<file path="config.mk">
export PLATFORM = sky130hd
export DESIGN_NAME = stack_pointer_unit
export DESIGN_NICKNAME = d
export VERILOG_FILES = /design/src/rtl/stack_pointer_unit.sv
export SDC_FILE = /design/constraint.sdc
export NUM_CORES = 1
export LEC_CHECK = 0
export CAP_MARGIN = 20
export CORE_MARGIN = 10
export CORE_UTILIZATION = 30
export CTS_CLUSTER_SIZE = 25
export DETAILED_ROUTE_END_ITERATION = 8
export SYNTH_ARGS = -nofsm -noshare
export SYNTH_HDL_FRONTEND = slang
export SYNTH_SLANG_ARGS = --single-unit
</file>
<file path="constraint.sdc">
create_clock -name clk -period 6.85 [get_ports clk]
set_input_delay 2.055 -clock clk [delete_from_list [all_inputs] [get_ports clk]]
set_output_delay 2.055 -clock clk [all_outputs]
set_load 0.01 [all_outputs]
</file>
<file path="src/rtl/stack_pointer_unit.sv">
// stack_pointer_unit: stack pointer/occupancy engine with single and two-beat burst push/pop
module stack_pointer_unit #(
  parameter int ADDR_WIDTH      = 32,
  parameter logic [ADDR_WIDTH-1:0] STACK_TOP = 32'h000F_FFFF,
  parameter int WORDS_PER_ENTRY = 2,
  parameter int DEPTH           = 1024
) (
  input  logic                  clk,
  input  logic                  rst,
  input  logic                  stackOp,
  input  logic                  operation,
  input  logic                  burst,
  input  logic                  stall,
  output logic [ADDR_WIDTH-1:0] addressOut,
  output logic                  memEn,
  output logic                  busy,
  output logic [ADDR_WIDTH-1:0] sp,
  output logic                  overflow,
  output logic                  underflow
);
  localparam int OW = $clog2(DEPTH + 1);
  localparam logic [ADDR_WIDTH-1:0] STEP = ADDR_WIDTH'(WORDS_PER_ENTRY);
  typedef enum logic {IDLE, BEAT1} state_t;
  state_t state, state_nx;
  logic [OW-1:0] occ;
  logic [OW:0] ent;
  logic dir, beat1, req, legal, go, op_dir;
  always_comb begin
    beat1 = state == BEAT1;
    ent = burst ? (OW+1)'(2) : (OW+1)'(1);
    req = !beat1 && stackOp;
    // legality covers the whole operation so a burst is never issued partially
    legal = operation ? ({1'b0, occ} >= ent) : ({1'b0, occ} + ent <= (OW+1)'(DEPTH));
    op_dir = beat1 ? dir : operation;
    go = !rst && !stall && (beat1 || (req && legal));
    memEn = go;
    busy = beat1;
    addressOut = (beat1 || stackOp) && op_dir ? sp + STEP : sp;
    state_nx = req && legal && burst ? BEAT1 : IDLE;
  end
  always_ff @(posedge clk) begin
    if (rst) begin
      state <= IDLE;
      sp <= STACK_TOP;
      occ <= '0;
      dir <= 1'b0;
      overflow <= 1'b0;
      underflow <= 1'b0;
    end else if (!stall) begin
      state <= state_nx;
      overflow <= req && !operation && !legal;
      underflow <= req && operation && !legal;
      if (req) dir <= operation;
      if (go) begin
        sp <= op_dir ? sp + STEP : sp - STEP;
        occ <= op_dir ? occ - 1'b1 : occ + 1'b1;
      end
    end
  end
endmodule

</file>
==> out/metrics.json <==
{
  "synth_cell_types": {"value": 64},
  "run_status": {"value": "finished, final reports clean"},
  "cell_at_the_slowest_stage_of_the_critical_path": {"value": "clkdlybuf4s50_1"},
  "placed_standard_cell_area": {"value": 4710, "unit": "sq um"},
  "critical_path_class": {"value": "primary input to primary output"},
  "synth_ff_type": {"value": "dfxtp_1"},
  "timing.critical_path.arrival": {"value": 4.57, "unit": "ns"},
  "placement.io_buffers": {"value": 71},
  "layout.filler_cells": {"value": 1317},
  "max-slew-margin-rel": {"value": 54.4, "unit": "%"},
  "layout_min_cycle_time": {"value": 6.63, "unit": "ns"},
  "rows": {"value": 41},
  "path_cells": {"value": "clkdlybuf4s50_1 > inv_1 > ha_1 > nor2b_1 > o21ai_0 > a2111o_1 > a211oi_1 > buf_4 > o311ai_4 > nor2_2 > dlygate4sd2_1"},
  "flow.area_growth_from_synthesis": {"value": 26.7, "unit": "%"},
  "drt-wirelength-per-cell": {"value": 15.7, "unit": "um"},
  "fin_cells": {"value": 743},
  "synth_largest_area_cell": {"value": "dfxtp_1"},
  "cts_max_path_buffers": {"value": 2},
  "holdPathStages": {"value": 2},
  "pwr_cell_area": {"value": 199, "unit": "nW/um^2"},
  "fp.coreArea": {"value": 12600, "unit": "sq um"},
  "antenna_cells_inserted": {"value": 0},
  "synth-edff-count": {"value": 0},
  "placedCellCount": {"value": 736},
  "vias_per_cell": {"value": 5.39},
  "timing.hold.worst.class": {"value": "flop to flop"},
  "synthesis.instances": {"value": 516},
  "critPathMaxStageDelay": {"value": 0.47, "unit": "ns"},
  "rrSetupSlack": {"value": 3.36, "unit": "ns"},
  "grt_max_degree": {"value": 67},
  "root_buffer": {"value": "clkbuf_16"},
  "ios": {"value": 74},
  "grt_antenna_before_repair": {"value": 0},
  "worstReg2RegStart": {"value": "busy$_SDFFE_PP0N_"},
  "timing.reg2reg.worst_path_depth": {"value": 9},
  "final_antenna_net_count": {"value": 0},
  "netlist_area": {"value": 3830, "unit": "sq um"},
  "finalMaxSlewViolations": {"value": 0},
  "cts.htree.levels": {"value": 2},
  "dpl.hpwl": {"value": 8.71, "unit": "mm"},
  "num_vias": {"value": 4008},
  "die_width": {"value": 133, "unit": "um"},
  "post-synth-top-area-fraction": {"value": 24.1, "unit": "%"},
  "max_freq": {"value": 151, "unit": "MHz"},
  "crit_buf_inv": {"value": 4},
  "tritoncts.num_buffers": {"value": 5},
  "yosys.cell_count.top_type": {"value": "nor2_1"},
  "layout-drive-gt1-share": {"value": 6.83, "unit": "%"},
  "clkTransAtPathRegs": {"value": 0.06, "unit": "ns"},
  "first_drt_iteration_drcs": {"value": 295},
  "grt_setup_unrepaired": {"value": "no"},
  "synth_top_cells_by_count": {"value": "nor2_1, dfxtp_1, nand2_1"},
  "seq_area_frac_synth": {"value": 24.1, "unit": "%"},
  "die_y_extent": {"value": 133, "unit": "um"},
  "globalRoute.totalOverflow": {"value": 0},
  "route.detailed.drc": {"value": 0},
  "leakagePower": {"value": 1.83, "unit": "nW"},
  "timing.critical_path.max_delay_family": {"value": "buffers and inverters"},
  "synth_seq_cells": {"value": 46},
  "routed_wl": {"value": 11.7, "unit": "mm"},
  "min_period_over_period": {"value": 96.7, "unit": "%"},
  "die_area": {"value": 17700, "unit": "sq um"},
  "cts_num_sinks": {"value": 46},
  "cts_tree": {"value": "yes"},
  "post_route_cell_area": {"value": 4850, "unit": "sq um"},
  "worst_slew_pin_slew": {"value": 0.678, "unit": "ns"},
  "drv_cap": {"value": 0},
  "whs_endpoint": {"value": "underflow$_SDFFE_PP0N_"},
  "clk_latency": {"value": 0.29, "unit": "ns"},
  "peakVddDrop": {"value": 96.9, "unit": "uV"},
  "synth_top_cells_by_area": {"value": "dfxtp_1, nor2_1, xnor2_1"},
  "start_kind": {"value": "primary input"},
  "initial_utilization": {"value": 30.4, "unit": "%"},
  "yosys_warnings": {"value": 0},
  "critPathRequiredTime": {"value": 4.80, "unit": "ns"},
  "timing.clock.skew": {"value": 0.00395, "unit": "ns"},
  "gpl.final_weighted_congestion": {"value": 0.844},
  "global_route_wire_length_before_repair": {"value": 19.1, "unit": "mm"},
  "worstHoldStart": {"value": "underflow$_SDFFE_PP0N_"},
  "critical_path.max_fanout": {"value": 3},
  "setup_viol": {"value": 0},
  "layout.nets": {"value": 594},
  "worst_r2r_endpoint": {"value": "occ[10]$_SDFFE_PP0P_"},
  "finalHoldViolations": {"value": 0},
  "detailedRoute.firstPassIterationCount": {"value": 5},
  "critical_path.endpoint_type": {"value": "primary output"},
  "avgSynthCellArea": {"value": 7.42, "unit": "sq um"},
  "grtUsageTotal": {"value": 12.7, "unit": "%"},
  "vias_in_the_first_global_route": {"value": 3804},
  "fraction_of_registers_with_async_set_or_reset_after_synthesis": {"value": 0, "unit": "%"}
}
-- per-stage QoR --
stage               utilization [%]  setup TNS (ns)  hold slack (ns)  worst slack, ns  total power, mW
floorplan                         -               0            0.511            0.722            0.577
global placement               37.5         -0.0537            0.476          -0.0537            0.720
detailed placement             37.5          -0.117            0.492           -0.117            0.727
CTS                            38.5               0            0.508            0.139            0.968
global route                   38.6               0            0.536           0.0286             1.03
finish                         38.6               0            0.497            0.223            0.963
-- cell usage in the layout, fill, tap and decap left out, types with 4 or more instances in the layout --
cell type,instances
or4_1,5
nor3_1,15
mux2i_1,12
nand4_1,12
xnor2_1,23
buf_4,12
a31oi_1,7
nand2_1,42
dfxtp_1,46
nand3_1,26
clkdlybuf4s50_1,70
nor2b_1,13
o21a_1,4
o32a_1,5
and3_1,6
o22a_1,4
o211ai_1,6
a21oi_1,26
o21ai_0,33
nor4_1,9
inv_1,14
nor2_1,58
nand2b_1,4
xor2_1,17
mux2_2,4
ha_1,15
clkbuf_16,5
or3_1,20
-- kinds of logic after synthesis --
group | share of synthesized area [%]
AND/OR/NAND/NOR | 31.7
AO/OA/AOI/OAI | 18.2
buffers and inverters | 5.66
flip-flops | 24.1
XOR/XNOR | 9.16
multiplexers | 5.20
adder cells (fa/ha/maj) | 5.95
other | 0.0980
-- report_power, final --
group	internal, mW	switching, mW	leakage, nW
Sequential	0.287	0.0430	0.374
Clock	0.132	0.110	0.0694
Combinational	0.182	0.209	1.39
Total	0.601	0.362	1.83
-- sequential cells by signal, summed over array words and instances (netlist names) --
register and count:
sp 31, underflow 1, occ 11, busy 1, overflow 1, dir 1
-- worst reg2reg max path, stage by stage (launching register included) --
cell and delay [ns]:
dfxtp_1 0.53, mux2i_4 0.46, inv_2 0.30, ha_1 0.42, nor2b_1 0.16, o31ai_1 0.35, a21oi_1 0.20, a2111oi_0 0.53
nor4_1 0.13, mux2_2 0.30
-- worst max-delay path by stage --
stage                     cells after the start    end   from  slack, ns
final                                        11  memEn  burst       0.22
after CTS                                    12  memEn  burst       0.14
after global placement                       12  memEn  burst      -0.05
after global routing                         10  memEn  burst       0.03
after floorplan                              11  memEn  burst       0.72
after detailed placement                     11  memEn  burst      -0.12
-- per-layer routing --
metal	up-vias	GRT usage, %	share of wire, %
met4	0	3.30	1.5
met1	1928	14.3	42
met3	19	3.14	5.0
li1	1967	-	-
met5	-	0	0
met2	94	23.1	52
-- timing repair --
action                     CTS  global route
resized for setup            1             2
pin swaps                    0             0
hold buffers                 0             0
buffers inserted             0             0
setup endpoints to repair    1             4
-- layout make-up --
cell class	count	area (sq um)	area share [%]
multi-input cells	419	2720	56.1
flip-flops and latches	46	921	19.0
repair buffers	83	800	16.5
well taps	172	215	4.44
clock buffers	5	125	2.58
inverters	16	60.1	1.24
clock inverters	2	10.0	0.206
Power figures use the tool's default switching activity.
